--- src/rtl/zica_pkg.sv ---
// rtl/zica_pkg.sv - shared constants and FSM state type for the Z-pair streamer
package zica_pkg;
    localparam int DEF_DATA_WIDTH = 16;
    localparam int DEF_M          = 1024;
    localparam int DEF_N          = 7;
    localparam int DEF_ADDR_WIDTH = $clog2(DEF_M * DEF_N);
    localparam int DEF_CH_WIDTH   = $clog2(DEF_N);
    localparam int DEF_IDX_WIDTH  = $clog2(DEF_M);
    localparam int DEF_FIFO_DEPTH = 4;

    typedef enum logic [1:0] {
        IDLE  = 2'd0,
        ISSUE = 2'd1,
        DRAIN = 2'd2
    } state_t;
endpackage

--- src/rtl/zpair_fifo.sv ---
// rtl/zpair_fifo.sv - first-word-fall-through skid FIFO with empty bypass and count
module zpair_fifo #(
    parameter int WIDTH = 8,
    parameter int DEPTH = 4,
    localparam int AW   = $clog2(DEPTH),
    localparam int CW   = AW + 1
) (
    input  logic             clk,
    input  logic             rst,
    input  logic             push,
    input  logic [WIDTH-1:0] din,
    input  logic             pop,
    output logic             valid,
    output logic [WIDTH-1:0] dout,
    output logic [CW-1:0]    count
);
    logic [WIDTH-1:0] mem [DEPTH];
    logic [AW-1:0]    wr_ptr;
    logic [AW-1:0]    rd_ptr;
    logic             empty;
    logic             accept;
    logic             store;
    logic             drain;

    // An empty FIFO presents the incoming word directly so a full-rate stream sees no bubble.
    always_comb begin
        empty  = (count == '0);
        valid  = !empty || push;
        accept = pop && valid;
        store  = push && !(empty && accept);
        drain  = accept && !empty;
        dout   = '0;
        if (!empty) begin
            dout = mem[rd_ptr];
        end else if (push) begin
            dout = din;
        end
    end

    // Pointer and occupancy bookkeeping; overflow can only come from a broken credit rule.
    always_ff @(posedge clk or posedge rst) begin
        if (rst) begin
            wr_ptr <= '0;
            rd_ptr <= '0;
            count  <= '0;
        end else begin
            assert (!(store && !drain && count == CW'(DEPTH)));
            if (store) begin
                wr_ptr <= wr_ptr + AW'(1);
            end
            if (drain) begin
                rd_ptr <= rd_ptr + AW'(1);
            end
            count <= count + CW'(store) - CW'(drain);
        end
    end

    // Storage array needs no reset; occupancy alone decides what is visible.
    always_ff @(posedge clk) begin
        if (store) begin
            mem[wr_ptr] <= din;
        end
    end
endmodule

--- src/rtl/zpair_streamer.sv ---
// rtl/zpair_streamer.sv - sweeps one channel pair of Z memory and streams (z_p, z_q) pairs
module zpair_streamer
    import zica_pkg::*;
#(
    parameter int DATA_WIDTH = DEF_DATA_WIDTH,
    parameter int ADDR_WIDTH = DEF_ADDR_WIDTH,
    parameter int M          = DEF_M,
    parameter int N          = DEF_N,
    parameter int CH_WIDTH   = DEF_CH_WIDTH,
    parameter int IDX_WIDTH  = DEF_IDX_WIDTH,
    parameter int FIFO_DEPTH = DEF_FIFO_DEPTH
) (
    input  logic                  clk,
    input  logic                  rst,
    input  logic                  start,
    input  logic [CH_WIDTH-1:0]   ch_p,
    input  logic [CH_WIDTH-1:0]   ch_q,
    output logic                  mem_readEn,
    output logic [ADDR_WIDTH-1:0] mem_addr1,
    output logic [ADDR_WIDTH-1:0] mem_addr2,
    input  logic [DATA_WIDTH-1:0] mem_dout1,
    input  logic [DATA_WIDTH-1:0] mem_dout2,
    input  logic                  mem_dout_valid,
    output logic                  out_valid,
    input  logic                  out_ready,
    output logic [DATA_WIDTH-1:0] out_zp,
    output logic [DATA_WIDTH-1:0] out_zq,
    output logic [IDX_WIDTH-1:0]  out_idx,
    output logic                  out_last,
    output logic                  busy,
    output logic                  done,
    output logic                  err
);
    localparam int FW = 2 * DATA_WIDTH + IDX_WIDTH + 1;
    localparam int CW = $clog2(FIFO_DEPTH) + 1;

    state_t                state;
    state_t                state_nx;
    logic [IDX_WIDTH-1:0]  k_issue;
    logic [IDX_WIDTH-1:0]  k_recv;
    logic [ADDR_WIDTH-1:0] base_p;
    logic [ADDR_WIDTH-1:0] base_q;
    logic                  inflight;
    logic                  err_q;
    logic                  legal_cmd;
    logic                  accept_cmd;
    logic                  issue;
    logic                  push;
    logic [FW-1:0]         push_data;
    logic [FW-1:0]         head_data;
    logic [CW-1:0]         fifo_count;

    // Command legality, read credit and capture of returning read data.
    always_comb begin
        legal_cmd  = (ch_p != ch_q) && (32'(ch_p) < N) && (32'(ch_q) < N);
        accept_cmd = (state == IDLE) && start && legal_cmd;
        issue      = (state == ISSUE) &&
                     ((32'(fifo_count) + 32'(inflight)) < 32'(FIFO_DEPTH));
        push       = mem_dout_valid && (state != IDLE);
        push_data  = {mem_dout1, mem_dout2, k_recv, (k_recv == IDX_WIDTH'(M - 1))};
        mem_readEn = issue;
        mem_addr1  = issue ? base_p : '0;
        mem_addr2  = issue ? base_q : '0;
        err        = err_q;
    end

    // Sweep FSM: issue reads under credit, then drain until the last pair has left.
    always_comb begin
        state_nx = state;
        done     = 1'b0;
        case (state)
            IDLE: begin
                if (accept_cmd) begin
                    state_nx = ISSUE;
                end
            end
            ISSUE: begin
                if (issue && (k_issue == IDX_WIDTH'(M - 1))) begin
                    state_nx = DRAIN;
                end
            end
            DRAIN: begin
                if (!inflight && (fifo_count == '0)) begin
                    done     = 1'b1;
                    state_nx = IDLE;
                end
            end
            default: state_nx = IDLE;
        endcase
        busy = (state != IDLE) && !done;
    end

    // State, sample counters and running address bases (addr = k*N + ch built by adding N).
    always_ff @(posedge clk or posedge rst) begin
        if (rst) begin
            state    <= IDLE;
            k_issue  <= '0;
            k_recv   <= '0;
            base_p   <= '0;
            base_q   <= '0;
            inflight <= 1'b0;
            err_q    <= 1'b0;
        end else begin
            state    <= state_nx;
            inflight <= issue;
            err_q    <= (state == IDLE) && start && !legal_cmd;
            if (accept_cmd) begin
                k_issue <= '0;
                k_recv  <= '0;
                base_p  <= ADDR_WIDTH'(ch_p);
                base_q  <= ADDR_WIDTH'(ch_q);
            end else begin
                if (issue) begin
                    k_issue <= k_issue + IDX_WIDTH'(1);
                    base_p  <= base_p + ADDR_WIDTH'(N);
                    base_q  <= base_q + ADDR_WIDTH'(N);
                end
                if (push) begin
                    k_recv <= k_recv + IDX_WIDTH'(1);
                end
            end
        end
    end

    zpair_fifo #(
        .WIDTH (FW),
        .DEPTH (FIFO_DEPTH)
    ) u_fifo (
        .clk   (clk),
        .rst   (rst),
        .push  (push),
        .din   (push_data),
        .pop   (out_ready),
        .valid (out_valid),
        .dout  (head_data),
        .count (fifo_count)
    );

    // Unpack the head entry onto the stream fields.
    always_comb begin
        {out_zp, out_zq, out_idx, out_last} = head_data;
    end
endmodule

--- config.mk ---
export PLATFORM = sky130hd
export DESIGN_NAME = zpair_streamer
export DESIGN_NICKNAME = d
export VERILOG_FILES = /design/src/rtl/zica_pkg.sv /design/src/rtl/zpair_fifo.sv /design/src/rtl/zpair_streamer.sv
export SDC_FILE = /design/constraint.sdc
export NUM_CORES = 1
export LEC_CHECK = 0
export CAP_MARGIN = 25
export CORE_MARGIN = 1.5
export CORE_UTILIZATION = 40
export DETAILED_ROUTE_END_ITERATION = 8
export SLEW_MARGIN = 20
export SYNTH_ARGS = -nofsm -noshare
export SYNTH_HDL_FRONTEND = slang
export SYNTH_SLANG_ARGS = --single-unit
--- constraint.sdc ---
create_clock -name clk -period 3 [get_ports clk]
set_input_delay 0.3 -clock clk [delete_from_list [all_inputs] [get_ports clk]]
set_output_delay 0.3 -clock clk [all_outputs]
set_load 0.005 [all_outputs]
After elaboration in Yosys (flattened, before gate mapping)

Memory sizes are Yosys's and may differ from the RTL's.
Index checks and enable logic that the tools add are counted.

Flip-flop bits (word level): 57
Bits in writable memories: 172
Output and inout bits: 74
Word-level logic and storage cells: 77
Memories: 1

$add $sub $neg: 9
Order comparisons: 3
Equality and inequality tests: 8
Multiplexer cells: 20
Reduce and logical (&&, ||, !) cells: 26

Memories:

| memory     | depth | bits a word | rd ports | clocked after memory_dff | wr ports | line             | source |
|---|---|---|---|---|---|---|---|
| u_fifo.mem | 4     | 43          | 1        | 0                        | 1        | zpair_fifo.sv:17 | `logic [WIDTH-1:0] mem [DEPTH];` |

Operator list:

| kind                                                                          | number |
|---|---|
| 43-bit 2-to-1 mux                                                             | 2 |
| 13-bit 2-to-1 mux                                                             | 6 |
| 10-bit 2-to-1 mux                                                             | 4 |
| 13-bit by 3-bit adder with 13-bit output (second input constant)              | 2 |
| 10-bit by 1-bit adder with 10-bit output (second input constant)              | 2 |
| 10-bit equality test (second input constant)                                  | 2 |
| 1-bit logical AND                                                             | 14 |
| 3-bit less-than comparator (second input constant)                            | 2 |
| 2-bit 2-to-1 mux                                                              | 3 |
| 2-bit case mux with 3 select lines                                            | 1 |
| 2-bit nonzero test                                                            | 3 |
| 1-bit zero test                                                               | 5 |
| 2-bit by 1-bit adder with 2-bit output (second input constant)                | 2 |
| 3-bit by 1-bit adder with 4-bit output                                        | 1 |
| 4-bit by 3-bit less-than comparator with 1-bit output (second input constant) | 1 |
| 1-bit 2-to-1 mux                                                              | 4 |
| 2-bit != test (second input constant)                                         | 2 |
| 3-bit by 1-bit adder with 3-bit output                                        | 1 |
| 3-bit zero test                                                               | 1 |
| 3-bit != test                                                                 | 1 |
| 3-bit AND reduction                                                           | 1 |
| 3-bit by 1-bit subtractor with 3-bit output                                   | 1 |
| 2-bit by 1-bit equality test with 1-bit output (second input constant)        | 1 |
| 2-bit equality test (second input constant)                                   | 1 |
| other kinds (3)                                                               | 3 |

Longest topological paths before layout

Gate-level depths: netlist of the first run.

Depth in word-level cells: 9
Mapped depth: 8
Mapped depth without buffers: 8

Cells and area by module

A second synthesis of the first run with hierarchy kept.

Cells, all modules: 695
Area, all modules: 9994.6 um^2

By module, submodules not included:

| module         | times used | cells each | area each (um^2) |
|---|---|---|---|
| zpair_fifo     | 1          | 405        | 7300.8 |
| zpair_streamer | 1          | 290        | 2693.8 |

Least setup slack after synthesis of the first run

Ideal clock, no wire load.

Path kind: register to register
From: reg state[1]
To: mem u_fifo.mem[0][0] (netlist name) (enable)
Setup time: 0.405 ns
Data arrival time: 2.000 ns
Setup slack: 0.596 ns
Stages on the path, launching flop included: 4
Path buffers: 0
Period minus slack after synthesis: 2.404 ns
Path through: dfrtp_1 > o21ai_1 > a21oi_1 > and2_1

Cells in the longest elaborated chain, start to end: 9

Ends and longest elaborated chain:

| element                                    | line                  | source |
|---|---|---|
| start: declaration                         | zpair_streamer.sv:37  | `state_t state;` |
| start signal: assignment                   | zpair_streamer.sv:104 | `state <= state_nx;` |
| 2-bit nonzero test (*)                     | zpair_streamer.sv:59  | `push = mem_dout_valid && (state != IDLE);` |
| 1-bit logical AND (*)                      | zpair_streamer.sv:59  |  |
| 1-bit logical OR                           | zpair_fifo.sv:28      | `valid = !empty \|\| push;` |
| 1-bit logical AND                          | zpair_fifo.sv:29      | `accept = pop && valid;` |
| 1-bit logical AND                          | zpair_fifo.sv:30      | `store = push && !(empty && accept);` |
| 1-bit zero test                            | zpair_fifo.sv:30      |  |
| 1-bit logical AND (*)                      | zpair_fifo.sv:30      |  |
| named net u_fifo.store                     | zpair_fifo.sv:22      | `logic store;` |
| 1-bit 2-to-1 mux (*)                       | zpair_fifo.sv:60      | `if (store) begin` |
| 1-bit 2-to-1 mux (implied by the code) (*) | zpair_fifo.sv:61      | `mem[wr_ptr] <= din;` |
| end: declaration                           | zpair_fifo.sv:17      |  |

Mark *: on every way through the listed nets, which the timed path passes. The rest lies on a longest branch.

Worst setup path in the final report of the first run

From: reg u_fifo.count[0]
To: out out_zp[6]

Cells in the longest elaborated chain, start to end: 2

Ends and longest elaborated chain:

| element                  | line                 | source |
|---|---|---|
| start: declaration       | zpair_fifo.sv:15     | `output logic [CW-1:0] count` |
| start signal: assignment | zpair_fifo.sv:54     | `count <= count + CW'(store) - CW'(drain);` |
| 3-bit zero test          | zpair_fifo.sv:27     | `empty = (count == '0);` |
| 43-bit 2-to-1 mux        | zpair_fifo.sv:33     | `if (!empty) begin` |
| end: declaration         | zpair_streamer.sv:26 | `output logic [DATA_WIDTH-1:0] out_zp,` |

No other way between the ends.

==> results of run 1 <==
==> per-stage QoR <==
stage | instance area, um2 | power, mW | cells
after CTS | 12200 | 12.3 | 1092
final | 12300 | 12.2 | 1096
after global placement | 11400 | 9.29 | 1045
after detailed placement | 11400 | 9.40 | 1045
after global routing | 12300 | 13.0 | 1096
after floorplan | 9740 | 7.25 | 621
==> logic make-up (layout without fill, tap and decap cells) <==
| kind of cell | Yosys count | after routing | share of synthesized area, % |
|---|---|---|---|
| DFF | 229 | 229 | 67.7 |
| and+or+nand+nor | 175 | 175 | 8.84 |
| AOI/OAI and AO/OA | 68 | 68 | 5.54 |
| xor gates and xnor gates | 47 | 47 | 4.23 |
| muxes | 45 | 45 | 10.2 |
| buffers and inverters | 45 | 201 | 1.94 |
| adders and majority gates | 12 | 12 | 1.62 |
==> critical path: stages, from the launching register on <==
cell	delay, ns
dfrtp_1	0.42
or3_4	0.52
nor2_4	0.14
buf_12	0.24
a22o_1	0.22
clkdlybuf4s50_1	0.51
==> worst max-delay path by stage <==
stage | end | startpoint | slack [ns] | depth (start not counted)
global placement | out_zp[6] | u_fifo.count[0] | 0.46 | 5
finish | out_zp[6] | u_fifo.count[0] | 0.12 | 5
global route | out_idx[1] | u_fifo.count[0] | 0.05 | 5
CTS | mem_addr2[12] | u_fifo.count[1] | 0.05 | 5
detailed placement | u_fifo.count[2] | u_fifo.count[0] | 0.43 | 8
floorplan | u_fifo.mem[0][0] | state[1] | 0.60 | 3
==> power breakdown <==
| group | leakage, nW | internal (mW) | switching (mW) |
|---|---|---|---|
| sequential | 2.32 | 4.21 | 0.518 |
| combinational | 1.75 | 2.65 | 2.05 |
| clock | 0.362 | 1.64 | 1.16 |
==> repair_timing <==
item	4_1_cts	5_1_grt
setup buffers	4	3
cloned	0	1
setup endpoints to repair	48	21
resized for setup	2	2
hold buffers	0	0
==> flip-flops by register name, indices dropped and copies added, names as in the netlist <==
signal         cells
state              2
u_fifo.rd_ptr      2
u_fifo.wr_ptr      2
base_p            13
base_q            13
k_recv            10
u_fifo.count       3
err                1
inflight           1
k_issue           10
u_fifo.mem       172
==> layout make-up <==
cell class,instances,area (um2),share of cell area [%]
multi-input combinational,347,2990,24.4
timing repair inverter,1,7.51,0.0612
sequential,229,6600,53.8
clock buffer,34,711,5.80
tap,319,399,3.26
timing repair buffer,142,1440,11.8
inverter,15,60.1,0.490
clock inverter,9,47.5,0.388
==> cell usage in the layout, fill, tap and decap left out, types with 6 or more instances in the layout <==
| master | Yosys | final |
|---|---|---|
| nand3_1 | 14 | 14 |
| nor3_1 | 13 | 13 |
| edfxtp_1 | 172 | 172 |
| xor2_1 | 18 | 18 |
| inv_1 | 15 | 13 |
| buf_12 | 0 | 7 |
| buf_4 | 0 | 19 |
| ha_1 | 11 | 11 |
| o21ai_0 | 7 | 7 |
| a22o_1 | 41 | 41 |
| mux4_2 | 43 | 43 |
| nor2_1 | 58 | 57 |
| clkbuf_16 | 0 | 26 |
| dfrtp_1 | 57 | 55 |
| nand2_1 | 29 | 29 |
| and2_1 | 28 | 24 |
| nand4_1 | 12 | 12 |
| a21oi_1 | 6 | 6 |
| clkdlybuf4s50_1 | 0 | 116 |
| xnor2_1 | 29 | 29 |
==> layer usage <==
metal	part of all wire (%)	global-route usage [%]	vias to the layer above
met1	44	21.1	2914
met5	0.055	0	-
met4	1.2	3.26	2
met3	5.9	3.28	27
met2	49	27.3	138
li1	-	-	2640
==> results.json, run 1 <==
{
  "status": "finished clean",
  "fp-row-count": 56,
  "setup_viol": 0,
  "synth.top_cell.area_share_pct": 53.0,
  "gp_congestion": 0.804,
  "ir_worst_vdd_uv": 447,
  "antenna_found_initial": 1,
  "avgRoutedWirePerCell_um": 18.4,
  "synth_flop_cell": "edfxtp_1",
  "first_iter_violations": 293,
  "drive_gt1_share_pct": 15.2,
  "grt_pass1_vias": 6181,
  "clock_skew_ns": 0.0170,
  "fin_nets": 815,
  "cts.sinks": 229,
  "r2r_start": "u_fifo.count[0]",
  "die_w_um": 159,
  "grt_max_degree": 44,
  "yosysTopAreaCell": "edfxtp_1",
  "post-route-util_pct": 51.8,
  "grt_pass1_wl_um": 32900,
  "grt-ovfl-total": 0,
  "cts-buffers-inserted": 24,
  "io-pin-count": 117,
  "nFillCells": 2030,
  "async_flop_share_pct": 24.9,
  "tightest_slew_ns": 0.689,
  "min_period_ns": 2.88,
  "setup_tns_ns": 0,
  "dieArea_mm2": 0.0253,
  "synth.avg_cell_area_um2": 15.7,
  "cp_data_arrival_time_ns": 2.58,
  "vias_per_cell": 5.22,
  "syn_inst": 621,
  "hold_violations": 0,
  "maxSlewViolCount": 0,
  "clkTransAtPathRegs_ns": 0.06,
  "cts_buffer_depth": 3,
  "synth_edf_count": 172,
  "cts_tree": "built",
  "fin_hold_ws_ns": 0.146,
  "synth_area_mm2": 0.00974,
  "synth_commonest_cells": "172 x edfxtp_1, 58 x nor2_1, 57 x dfrtp_1",
  "rsz0062_at_grt": "false",
  "max_freq_mhz": 347,
  "hold_class": "in2async",
  "yosys_warnings": 0,
  "port_buffers": 116,
  "cp-start-kind": "flip-flop",
  "htree_num_levels": 1,
  "wirelength_um": 20200,
  "cp-end-kind": "output pin",
  "core-area_mm2": 0.0237,
  "reg2reg_to": "u_fifo.count[2]",
  "dr.pass1.iters": 4,
  "setup_ws_ns": 0.121,
  "ant_nets": 0,
  "start_util_pct": 41.1,
  "power_density_mw_per_mm2": 997,
  "synth_seq_cells": 229,
  "dp_worst_setup_slack_ns": 0.427,
  "drcViolationCount": 0,
  "synth_fp_nets": 676,
  "cts-root-buf": "clkbuf_16",
  "synth_cell_type_count": 42,
  "cap_violations": 0,
  "clk-insertion-delay-late_ns": 0.51,
  "slew_headroom_pct": 53.7,
  "vias": 5721,
  "ff2ff_setup_slack_ns": 0.65,
  "areaGrowthSynthToFinish_pct": 25.8,
  "p_leak_nw": 4.43,
  "die_y_um": 159,
  "synth_area_leaders": "edfxtp_1 53%, dfrtp_1 15%, mux4_2 9.9%",
  "hpwl_um": 12300,
  "path_max_fanout": 41,
  "period_share_pct": 96.0,
  "yosysMostFrequentCell": "edfxtp_1",
  "ff2ff_path_depth": 8,
  "path_class": "reg2out",
  "grt_use_total_pct": 16.0,
  "n_antenna_cell": 0,
  "yosysSeqAreaShare_pct": 67.7,
  "required_ns": 2.70
}
Note: power is estimated with default switching activity, not from simulation.
==> run 2: changes to the inputs <==
--- a/config.mk
+++ b/config.mk
@@ -6,6 +6,7 @@
 export NUM_CORES = 1
 export LEC_CHECK = 0
 export CAP_MARGIN = 25
+export CORE_ASPECT_RATIO = 0.6
 export CORE_MARGIN = 1.5
 export CORE_UTILIZATION = 40
 export DETAILED_ROUTE_END_ITERATION = 8
@@ -13,3 +14,4 @@
 export SYNTH_ARGS = -nofsm -noshare
 export SYNTH_HDL_FRONTEND = slang
 export SYNTH_SLANG_ARGS = --single-unit
+export TNS_END_PERCENT = 20
==> run 2 against run 1 <==
Effect of this change:
- final cell count down 1.2%
- fmax down 0.51%
- worst setup slack worse by 0.015 ns
- power down 1.4%
- clock power down 5%
- die area up 0.12%
- clock skew down 0.0054 ns
- flip-flop and latch count unchanged
- utilization about the same
- final area down 0.70%
- combinational power down 2%
==> results.json, run 2 (synthesized netlist as in run 1, its figures left out) <==
{
  "status": "finished clean",
  "dieArea_mm2": 0.0253,
  "cts.sinks": 229,
  "power_density_mw_per_mm2": 990,
  "required_ns": 2.70,
  "htree_num_levels": 1,
  "cts_buffer_depth": 3,
  "reg.largest.list": "u_fifo.mem: 172 flops, base_p: 13 flops, base_q: 13 flops",
  "final_cells": 1083,
  "die_w_um": 204,
  "gp_congestion": 0.759,
  "slew_headroom_pct": 51.7,
  "grt_max_degree": 44,
  "dp_worst_setup_slack_ns": 0.414,
  "die_y_um": 124,
  "multi_input_area_mm2": 0.00299,
  "hold_class": "in2async",
  "grt_pass1_vias": 5745,
  "wirelength_um": 20500,
  "clkTransAtPathRegs_ns": 0.06,
  "area.sequential_mm2": 0.00660,
  "ir_worst_vdd_uv": 513,
  "nFillCells": 1920,
  "drive_gt1_share_pct": 14.2,
  "ant_nets": 0,
  "setup_ws_ns": 0.106,
  "drcViolationCount": 0,
  "cp_data_arrival_time_ns": 2.59,
  "power_mw": 12.0,
  "setup_tns_ns": 0,
  "first_iter_violations": 400,
  "critPathBufInv": 2,
  "final_cell_area_mm2": 0.0122,
  "cts_tree": "built",
  "start_util_pct": 41.4,
  "critPathTopFamily": "buffers and inverters",
  "cts-root-buf": "clkbuf_16",
  "grt-ovfl-total": 0,
  "maxSlewViolCount": 0,
  "port_buffers": 116,
  "hpwl_um": 13000,
  "areaGrowthSynthToFinish_pct": 25.0,
  "rsz0062_at_grt": "false",
  "antenna_found_initial": 0,
  "cp-end-kind": "output pin",
  "vias": 5697,
  "tightest_slew_ns": 0.722,
  "cts-buffers-inserted": 23,
  "crit_slowest_cell": "clkdlybuf4s50_1",
  "cp-start-kind": "flip-flop",
  "layout_commonest_cell": "edfxtp_1",
  "cpPeakStageDelay_ns": 0.52,
  "core-area_mm2": 0.0235,
  "setup_viol": 0,
  "period_share_pct": 96.5,
  "cp_cell_sequence": "or3_4 > nor2_4 > buf_12 > a22o_1 > clkdlybuf4s50_1",
  "reg2reg_to": "u_fifo.count[2]",
  "largest_reg_flops": 172,
  "placed_cell_area_mm2": 0.0115,
  "most-common-layout-cells": "172 x edfxtp_1, 115 x clkdlybuf4s50_1, 57 x nor2_1",
  "hold_violations": 0,
  "path_max_fanout": 41,
  "fin_nets": 807,
  "dp.cells": 1042,
  "grt_pass1_wl_um": 32300,
  "clk-insertion-delay-late_ns": 0.49,
  "cap_violations": 0,
  "n_antenna_cell": 0,
  "path_class": "reg2out",
  "avgRoutedWirePerCell_um": 18.9,
  "r2r_start": "u_fifo.count[0]",
  "max_freq_mhz": 346,
  "ff2ff_path_depth": 8,
  "clock_skew_ns": 0.0116,
  "min_period_ns": 2.89,
  "fp-row-count": 43,
  "postCtsSetupRepairBufs": 0,
  "p_leak_nw": 4.42,
  "regMostFlops": "u_fifo.mem",
  "vias_per_cell": 5.26,
  "dr.pass1.iters": 5,
  "io-pin-count": 117,
  "grt_use_total_pct": 16.6,
  "ff2ff_setup_slack_ns": 0.63
}
[run 2: worst max-delay path by stage]
stage               startpoint                to  slack, ns  cells after the start
6_report       u_fifo.count[0]        out_idx[5]       0.11                      5
4_1_cts              k_recv[0]          out_last       0.02                      5
3_3_place_gp    mem_dout_valid        out_idx[3]       0.47                      6
2_1_floorplan         state[1]  u_fifo.mem[0][0]       0.60                      3
5_1_grt        u_fifo.count[0]        out_idx[5]      0.001                      5
3_5_place_dp   u_fifo.count[0]   u_fifo.count[2]       0.41                      8
[run 2: area by class of cell]
class / count / area share, %
sequential: 229 / 54.2
inverter: 15 / 0.463
clock inverter: 7 / 0.493
clock buffer: 34 / 5.23
multi-input combinational: 347 / 24.6
timing repair buffer: 136 / 11.8
tap: 315 / 3.24
[run 2: power breakdown]
group	total, mW	switching [mW]	leakage (nW)	internal (mW)
registers	4.77	0.561	2.32	4.21
logic	4.62	2.01	1.75	2.61
clock network	2.66	1.10	0.346	1.55
total	12.0	3.68	4.42	8.37
[run 2: metal layers]
layer / vias up / global-route usage, % / part of all wire (%)
met5: - / 0 / 0
met4: 0 / 3.40 / 1.5
met3: 25 / 2.25 / 4.7
met2: 138 / 26.0 / 46
met1: 2911 / 24.8 / 47
li1: 2623 / - / -
[run 2: timing repair]
action | CTS | global route
resized for setup | 1 | 2
hold buffers | 0 | 0
cloned | 0 | 0
endpoints found under the setup margin | 42 | 2
[run 2: per-stage QoR]
step           util, %  hold slack, ns
2_1_floorplan        -           0.399
3_3_place_gp      48.8           0.518
3_5_place_dp      48.8           0.526
4_1_cts           51.7           0.139
5_1_grt           51.8           0.183
6_report          51.8           0.135
